==> src/rtl/fft_pkg.sv <==
// Shared definitions for the radix-2 FFT stage sequencer: FSM encoding,
// elaboration-time helpers and the Q-format rounding/saturation used by the twiddle table.
package fft_pkg;

    typedef enum logic [1:0] {
        ST_IDLE  = 2'd0,
        ST_READ  = 2'd1,
        ST_DRAIN = 2'd2,
        ST_DONE  = 2'd3
    } fft_state_t;

    localparam real FFT_TWO_PI = 6.283185307179586;

    // Ceiling log2, usable in constant expressions.
    function automatic int fft_clog2(input int v);
        int r;
        r = 0;
        while ((1 << r) < v) r++;
        return r;
    endfunction

    // Read-to-write distance: one cycle of RAM read latency plus the butterfly pipeline.
    function automatic int fft_dly(input int bf_lat);
        return 1 + bf_lat;
    endfunction

    // Round a real in [-1, 1] to signed Q1.(w-1) with symmetric saturation at +/-(2^(w-1)-1).
    function automatic int fft_q_sat(input real x, input int w);
        int  full;
        real scaled;
        int  r;
        full   = (1 << (w - 1)) - 1;
        scaled = x * real'(full);
        if (scaled >= 0.0) r = $rtoi(scaled + 0.5);
        else               r = -$rtoi(0.5 - scaled);
        if (r > full)       r = full;
        else if (r < -full) r = -full;
        return r;
    endfunction

endpackage

==> src/rtl/fft_stage_ctrl_if.sv <==
// Control/address bundle between the FFT sequencer and its loader, RAM and butterfly.
interface fft_stage_ctrl_if #(
    parameter int L_max = 3,
    parameter int TW_W  = 16
);
    logic                    initial_flag;
    logic                    inverse;
    logic                    wr_en;
    logic [L_max-1:0]        wr_add1;
    logic [L_max-1:0]        wr_add2;
    logic                    rd_en;
    logic [L_max-1:0]        rd_add1;
    logic [L_max-1:0]        rd_add2;
    logic signed [TW_W-1:0]  factor_re;
    logic signed [TW_W-1:0]  factor_im;
    logic                    en_multi;
    logic                    busy;
    logic                    flag_fftfinish;

    // Sequencer side.
    modport master (
        input  initial_flag, inverse,
        output wr_en, wr_add1, wr_add2, rd_en, rd_add1, rd_add2,
               factor_re, factor_im, en_multi, busy, flag_fftfinish
    );

    // Loader / datapath side.
    modport slave (
        output initial_flag, inverse,
        input  wr_en, wr_add1, wr_add2, rd_en, rd_add1, rd_add2,
               factor_re, factor_im, en_multi, busy, flag_fftfinish
    );
endinterface

==> src/rtl/fft_twiddle_rom.sv <==
// Twiddle table W^t = cos(2*pi*t/N) - j*sin(2*pi*t/N), t = 0..N/2-1, built at elaboration.
// One-cycle registered read so the coefficient lines up with RAM read data.
module fft_twiddle_rom
    import fft_pkg::*;
#(
    parameter int N    = 8,
    parameter int AW   = 2,
    parameter int TW_W = 16
)(
    input  logic                   clk,
    input  logic                   rst,
    input  logic                   en_i,
    input  logic [AW-1:0]          addr_i,
    output logic signed [TW_W-1:0] re_o,
    output logic signed [TW_W-1:0] im_o
);
    logic signed [TW_W-1:0] re_tab [N/2];
    logic signed [TW_W-1:0] im_tab [N/2];
    logic signed [TW_W-1:0] re_q;
    logic signed [TW_W-1:0] im_q;

    for (genvar k = 0; k < N/2; k++) begin : g_tab
        localparam real ANG = FFT_TWO_PI * real'(k) / real'(N);
        assign re_tab[k] = TW_W'(fft_q_sat($cos(ANG), TW_W));
        assign im_tab[k] = TW_W'(fft_q_sat(-$sin(ANG), TW_W));
    end

    // Registered lookup; holds the last coefficient while no read is issued.
    always_ff @(posedge clk or negedge rst) begin
        if (!rst) begin
            re_q <= '0;
            im_q <= '0;
        end else if (en_i) begin
            re_q <= re_tab[addr_i];
            im_q <= im_tab[addr_i];
        end
    end

    assign re_o = re_q;
    assign im_o = im_q;
endmodule

==> src/rtl/fft_stage_ctrl.sv <==
// Address/twiddle sequencer for an in-place radix-2 DIT FFT over one dual-port RAM.
// Issues N/2 butterfly reads per stage, drains the butterfly pipeline between stages
// so stage s+1 never reads a location stage s has not yet written back.
module fft_stage_ctrl
    import fft_pkg::*;
#(
    parameter int N      = 8,
    parameter int L_max  = 3,
    parameter int TW_W   = 16,
    parameter int BF_LAT = 2
)(
    input  logic              clk,
    input  logic              rst,
    fft_stage_ctrl_if.master  bus
);
    localparam int JW  = L_max - 1;
    localparam int SW  = fft_clog2(L_max + 1);
    localparam int DLY = fft_dly(BF_LAT);
    localparam int DW  = fft_clog2(DLY + 1);
    localparam int PW  = 1 + 2 * L_max;

    if (L_max != fft_clog2(N) || N < 4 || N > 4096 || BF_LAT < 1 || BF_LAT > 8) begin : g_bad_param
        $error("fft_stage_ctrl: N must be a power of two in 4..4096 with L_max = clog2(N), BF_LAT in 1..8");
    end

    fft_state_t              state_q, state_d;
    logic [JW-1:0]           j_q, j_d;
    logic [SW-1:0]           s_q, s_d;
    logic [DW-1:0]           dcnt_q, dcnt_d;
    logic                    inv_q, inv_d;

    logic                    rd_en;
    logic [L_max-1:0]        add1, add2;
    logic [JW-1:0]           low_mask, j_low, tw_idx;
    logic [L_max-1:0]        pipe_q [DLY];
    logic [PW-1:0]           wpipe_q [DLY];
    logic                    en_multi_q;
    logic                    inv_rd_q;
    logic signed [TW_W-1:0]  rom_re, rom_im;

    // State and counter registers; reset abandons any transform in flight.
    always_ff @(posedge clk or negedge rst) begin
        if (!rst) begin
            state_q <= ST_IDLE;
            j_q     <= '0;
            s_q     <= '0;
            dcnt_q  <= '0;
            inv_q   <= 1'b0;
        end else begin
            state_q <= state_d;
            j_q     <= j_d;
            s_q     <= s_d;
            dcnt_q  <= dcnt_d;
            inv_q   <= inv_d;
        end
    end

    // Next-state: walk butterflies, then hold DLY cycles so the last write lands before the next stage reads.
    always_comb begin
        state_d = state_q;
        j_d     = j_q;
        s_d     = s_q;
        dcnt_d  = dcnt_q;
        inv_d   = inv_q;
        case (state_q)
            ST_IDLE: begin
                if (bus.initial_flag) begin
                    state_d = ST_READ;
                    j_d     = '0;
                    s_d     = '0;
                    inv_d   = bus.inverse;
                end
            end
            ST_READ: begin
                if (j_q == JW'(N/2 - 1)) begin
                    state_d = ST_DRAIN;
                    dcnt_d  = '0;
                end else begin
                    j_d = j_q + JW'(1);
                end
            end
            ST_DRAIN: begin
                if (dcnt_q == DW'(DLY - 1)) begin
                    if (s_q == SW'(L_max - 1)) begin
                        state_d = ST_DONE;
                    end else begin
                        state_d = ST_READ;
                        s_d     = s_q + SW'(1);
                        j_d     = '0;
                    end
                end else begin
                    dcnt_d = dcnt_q + DW'(1);
                end
            end
            ST_DONE: state_d = ST_IDLE;
            default: state_d = ST_IDLE;
        endcase
    end

    // Butterfly addressing: A = (j/h)*2h + j%h, B = A + h, twiddle t = (j%h) << (L_max-1-s).
    always_comb begin
        low_mask = (JW'(1) << s_q) - JW'(1);
        j_low    = j_q & low_mask;
        add1     = (({1'b0, j_q} >> s_q) << (s_q + SW'(1))) | {1'b0, j_low};
        add2     = add1 | (L_max'(1) << s_q);
        tw_idx   = j_low << (SW'(JW) - s_q);
    end

    assign rd_en              = (state_q == ST_READ);
    assign bus.rd_en          = rd_en;
    assign bus.rd_add1        = rd_en ? add1 : '0;
    assign bus.rd_add2        = rd_en ? add2 : '0;
    assign bus.busy           = (state_q == ST_READ) || (state_q == ST_DRAIN);
    assign bus.flag_fftfinish = (state_q == ST_DONE);

    // Write-back path: {rd_en, rd_add1, rd_add2} delayed DLY cycles to meet the butterfly result.
    always_ff @(posedge clk or negedge rst) begin
        if (!rst) begin
            for (int i = 0; i < DLY; i++) wpipe_q[i] <= '0;
        end else begin
            wpipe_q[0] <= {rd_en, bus.rd_add1, bus.rd_add2};
            for (int i = 1; i < DLY; i++) wpipe_q[i] <= wpipe_q[i-1];
        end
    end

    assign {bus.wr_en, bus.wr_add1, bus.wr_add2} = wpipe_q[DLY-1];

    // Butterfly valid and the inverse flag of the read it belongs to, one cycle behind the read.
    always_ff @(posedge clk or negedge rst) begin
        if (!rst) begin
            en_multi_q <= 1'b0;
            inv_rd_q   <= 1'b0;
        end else begin
            en_multi_q <= rd_en;
            if (rd_en) inv_rd_q <= inv_q;
        end
    end

    fft_twiddle_rom #(
        .N    (N),
        .AW   (JW),
        .TW_W (TW_W)
    ) u_rom (
        .clk    (clk),
        .rst    (rst),
        .en_i   (rd_en),
        .addr_i (tw_idx),
        .re_o   (rom_re),
        .im_o   (rom_im)
    );

    // Conjugation for the inverse transform; symmetric saturation makes the negation overflow-free.
    assign bus.en_multi  = en_multi_q;
    assign bus.factor_re = rom_re;
    assign bus.factor_im = inv_rd_q ? -rom_im : rom_im;

    // Delayed copy of the write address, cleared on reset.
    always_ff @(posedge clk or negedge rst) begin
        if (!rst) begin
            for (int i = 0; i < DLY; i++) pipe_q[i] <= '0;
        end else begin
            pipe_q[0] <= bus.wr_add1;
            for (int i = 1; i < DLY; i++) pipe_q[i] <= pipe_q[i-1];
        end
    end

endmodule

==> src/flat_wrapper.sv <==
// flat-port wrapper written by rule: the top's interface ports become plain ports
module fft_stage_ctrl_flat import fft_pkg::*;
#(
    parameter int N      = 8,
    parameter int L_max  = 3,
    parameter int TW_W   = 16,
    parameter int BF_LAT = 2
)
  (clk, rst, bus_initial_flag, bus_inverse, bus_wr_en, bus_wr_add1, bus_wr_add2, bus_rd_en, bus_rd_add1, bus_rd_add2, bus_factor_re, bus_factor_im, bus_en_multi, bus_busy, bus_flag_fftfinish);
  fft_stage_ctrl_if #(.L_max(L_max), .TW_W(TW_W)) bus_i ();
  input  logic clk;
  input  logic rst;
  input wire logic [$bits(bus_i.initial_flag)-1:0] bus_initial_flag;
  input wire logic [$bits(bus_i.inverse)-1:0] bus_inverse;
  output wire logic [$bits(bus_i.wr_en)-1:0] bus_wr_en;
  output wire logic [$bits(bus_i.wr_add1)-1:0] bus_wr_add1;
  output wire logic [$bits(bus_i.wr_add2)-1:0] bus_wr_add2;
  output wire logic [$bits(bus_i.rd_en)-1:0] bus_rd_en;
  output wire logic [$bits(bus_i.rd_add1)-1:0] bus_rd_add1;
  output wire logic [$bits(bus_i.rd_add2)-1:0] bus_rd_add2;
  output wire logic [$bits(bus_i.factor_re)-1:0] bus_factor_re;
  output wire logic [$bits(bus_i.factor_im)-1:0] bus_factor_im;
  output wire logic [$bits(bus_i.en_multi)-1:0] bus_en_multi;
  output wire logic [$bits(bus_i.busy)-1:0] bus_busy;
  output wire logic [$bits(bus_i.flag_fftfinish)-1:0] bus_flag_fftfinish;
  assign bus_i.initial_flag = bus_initial_flag;
  assign bus_i.inverse = bus_inverse;
  assign bus_wr_en = bus_i.wr_en;
  assign bus_wr_add1 = bus_i.wr_add1;
  assign bus_wr_add2 = bus_i.wr_add2;
  assign bus_rd_en = bus_i.rd_en;
  assign bus_rd_add1 = bus_i.rd_add1;
  assign bus_rd_add2 = bus_i.rd_add2;
  assign bus_factor_re = bus_i.factor_re;
  assign bus_factor_im = bus_i.factor_im;
  assign bus_en_multi = bus_i.en_multi;
  assign bus_busy = bus_i.busy;
  assign bus_flag_fftfinish = bus_i.flag_fftfinish;
  fft_stage_ctrl #(.N(N), .L_max(L_max), .TW_W(TW_W), .BF_LAT(BF_LAT)) u_core (.clk(clk), .rst(rst), .bus(bus_i));
endmodule
==> config.mk <==
export PLATFORM = sky130hd
export DESIGN_NAME = fft_stage_ctrl_flat
export DESIGN_NICKNAME = d
export VERILOG_FILES = /design/src/rtl/fft_pkg.sv /design/src/rtl/fft_stage_ctrl_if.sv /design/src/rtl/fft_twiddle_rom.sv /design/src/rtl/fft_stage_ctrl.sv /design/src/flat_wrapper.sv
export SDC_FILE = /design/constraint.sdc
export NUM_CORES = 1
export LEC_CHECK = 0
export ABC_AREA = 1
export CAP_MARGIN = 5
export CORE_UTILIZATION = 51
export CTS_CLUSTER_DIAMETER = 40
export CTS_CLUSTER_SIZE = 25
export DETAILED_ROUTE_END_ITERATION = 8
export HOLD_SLACK_MARGIN = 0.02
export PLACE_DENSITY_LB_ADDON = 0.3
export SLEW_MARGIN = 20
export SYNTH_ARGS = -nofsm -noshare
export SYNTH_HDL_FRONTEND = slang
export SYNTH_SLANG_ARGS = --single-unit
==> constraint.sdc <==
create_clock -name clk -period 4.45 [get_ports clk]
set_clock_uncertainty 0.2 [all_clocks]
set_input_delay 0.89 -clock clk [delete_from_list [all_inputs] [get_ports clk]]
set_output_delay 0.89 -clock clk [all_outputs]
set_load 0.005 [all_outputs]
==> metrics.md <==
| Metric | Value |
|---|---|
| Die ar. | 3957 µm² |
| Top-count cell post-synth | nand2_1 |
| Max VDD drop | 0.3548 mV |
| Dpl hpwl | 2299 µm |
| Unrepaired setup endpoints after global routing | no |
| CP Cell Sequence | inv_1, ha_1, o21ai_0, nor3_1, clkdlybuf4s50_1 |
| Synth top cells by count | nand2_1, dfrtp_1, buf_4 |
| Max Root-Sink Buffers | 2 |
| Fin Setup TNS | 0 ps |
| Yosys top cell area share | 0.5159 |
| Initial Util | 0.5496 |
| Synth Net Count | 217 |
| Post-cts sizing count | 0 |
| Worst hold start | u_core.wpipe_q[17]$_DFF_PN0_ |
| Synth async-reset ratio | 1.000 |
| Min cycle time layout | 3417 ps |
| Max-slew violations | 0 |
| Worst-path clk slew | 80 ps |
| CTS tree | done |
| Mapped cell area | 1892 µm² |
| Initial antenna violation count | 0 |
| IO Port Bufs | 52 |
| Number of global-route vias before repair | 1154 |
| Final count of negative-setup-slack endpoints | 0 |
| CP peak stage delay | 570 ps |
| Pin count of the biggest net entering global routing | 40 |
| Via count | 1256 |
| Crit path launch | u_core.state_q[1]$_DFFE_PN0P_ |
| Fillers | 265 |
| Layout cell share with drive strength beyond 1 | 0.07080 |
| Drt drc | 0 |
| Area grow syn2layout | 24.40% |
| Dominant cells by area after synthesis | dfrtp_1, buf_4, ha_1 |
| Post-placement cell area | 2237 µm² |
| Post-synthesis sequential area ratio | 0.5159 |
| Setup WS pre-CTS | 1365 ps |
| Endpoints failing hold | 0 |
| Initial DRC count | 29 |
| Worst path slowest cell | clkdlybuf4s50_1 |
| Drt total wl | 3155 µm |
| Synth Flop Type | dfrtp_1 |
| Global-route usage over all layers | 0.1769 |
| Latest clock arrival within the worst-skew pair | 300 ps |
| Ant. Diodes | 0 |
| Top-Level Pins | 53 |
| Syn Inst Count | 197 |
| WL per Instance | 11.60 µm |
| LEAKAGE | 1.158 nW |
| Worst R2R Start | u_core.s_q[0]$_DFFE_PN0P_ |
| H-tree lvl count | 2 |
| Period utilisation layout | 0.7678 |
| Crit path DAT | 2330 ps |
| Avg Cell Area, Syn | 9.603 µm² |
| Final nets | 245 |
| Max Cap Viol | 0 |
| Fin util | 0.6838 |
| Cell variety after synth | 19 |
| Slew headroom | 0.4492 |
| Buffers & Inverters on Critical Path | 2 |
| CTS Buf Count | 5 |
| Grt ovf | 0 |
| Slew @ Worst Pin | 826.1 ps |
| First-pass GRT wire length | 5181 µm |
| Yosys warning count | 0 |
| Status | completed |
| WHS | 148.0 ps |
| CORE AREA | 3442 µm² |
| Row cnt | 21 |
| P per Cell Area | 677.8 nW/µm² |
| Vias/cell | 4.618 |
| Final Instance Area | 2354 µm² |
| Final worst slack | 1033 ps |
| Gpl congestion | 0.8147 |
| Die W | 62.91 µm |
| Die Y | 62.91 µm |
| Largest area contributor in the netlist | dfrtp_1 |
| Startpoint Class | flip-flop |
| Tightest Hold Check Type | flip-flop to flip-flop |
| ANT nets after route | 0 |
| CP max FO | 15 |
| Post-CTS setup buffers | 0 |
| EDFF count, synth | 0 |
| Number of hold buffers added after cts | 0 |
| Seq cells post-synth | 39 |
| FMAX | 292.7 MHz |
| Crit path kind | flip-flop to primary output |
| Drt pass-1 iters | 4 |
| Setup crit end kind | primary output |
| Crit path max-delay family | buffers and inverters |
| Req. time, crit path | 3360 ps |
| Root Driver | clkbuf_8 |
| TritonCTS Sinks | 39 |
==> worst paths after layout <==
check	endpoint	slack (ps)	depth (start not counted)
worst min register to register	u_core.wpipe_q[10]$_DFF_PN0_	150	0
worst max register to register	u_core.u_rom.re_o[13]$_DFFE_PN0P_	2320	8
worst max-delay path	bus_rd_add1[2]	1030	5
min in group asynchronous	u_core.bus.wr_add1[0]$_DFF_PN0_	480	1
max in group asynchronous	u_core.u_rom.im_o[0]$_DFFE_PN0P_	3040	1
worst min-delay path	u_core.wpipe_q[10]$_DFF_PN0_	150	0
==> cell type report <==
type | count | area, µm² | share of cell area
Clock inverter | 3 | 47.55 | 0.02020
Clock buffer | 5 | 68.82 | 0.02924
Timing Repair Buffer | 52 | 515.5 | 0.2190
Tap cell | 46 | 57.56 | 0.02446
Inverter | 22 | 82.58 | 0.03509
Sequential cell | 39 | 975.9 | 0.4147
Multi-Input combinational cell | 105 | 605.6 | 0.2573
==> logic make-up after synthesis <==
logic type / after synthesis / synth area share
AND/OR/NAND/NOR: 69 / 0.1581
buffers and inverters: 53 / 0.1640
flip-flops: 39 / 0.5159
AO/OA/AOI/OAI: 19 / 0.05158
adder cells (fa/ha/maj): 16 / 0.1058
XOR/XNOR: 1 / 0.004630
==> metrics by stage <==
step / instances / total power, mW
after detailed placement: 264 / 1.307
final: 272 / 1.595
after global routing: 272 / 1.714
after CTS: 272 / 1.612
after floorplan: 197 / 1.022
after global placement: 264 / 1.285
==> sequential cells by signal, summed over array words and instances (netlist names) <==
signal,flops
u_core.u_rom.re_o,5
u_core.inv_rd_q,1
u_core.bus.wr_add2,3
u_core.bus.en_multi,1
u_core.bus.wr_en,1
u_core.s_q,2
u_core.inv_q,1
u_core.state_q,2
u_core.bus.wr_add1,3
u_core.wpipe_q,13
u_core.j_q,2
u_core.u_rom.im_o,3
u_core.dcnt_q,2
==> placed cells by master (no fill, tap or decap), drive strengths merged, types with 5 or more instances in the layout <==
cell / synthesis / layout
nand3: 8 / 8
dfrtp: 39 / 39
o21ai: 12 / 12
inv: 22 / 23
nand2: 50 / 50
ha: 16 / 16
a21oi: 5 / 5
clkdlybuf4s50: 0 / 51
nor2: 7 / 7
clkbuf: 0 / 5
==> power breakdown <==
part	internal (mW)	switching (mW)	leakage [nW]
Clock	0.170	0.131	0.0587
Combinational	0.399	0.339	0.589
Sequential	0.477	0.0806	0.511
Total	1.05	0.550	1.16
==> layer usage <==
| metal | up-vias | wire length, µm | GRT usage |
|---|---|---|---|
| li1 | 644 | - | - |
| met1 | 569 | 1391 | 0.1950 |
| met2 | 37 | 1565 | 0.2997 |
| met3 | 6 | 159 | 0.04015 |
| met4 | 0 | 38 | 0.1221 |
| met5 | - | 0 | 0 |
==> worst reg2reg max path, delay by kind of cell (launching register included) <==
family	cells	cell delay [ps]
buffers and inverters	3	350
flip-flops	1	470
AND/OR/NAND/NOR	3	370
adder cells (fa/ha/maj)	2	640
Power figures use the tool's default switching activity.
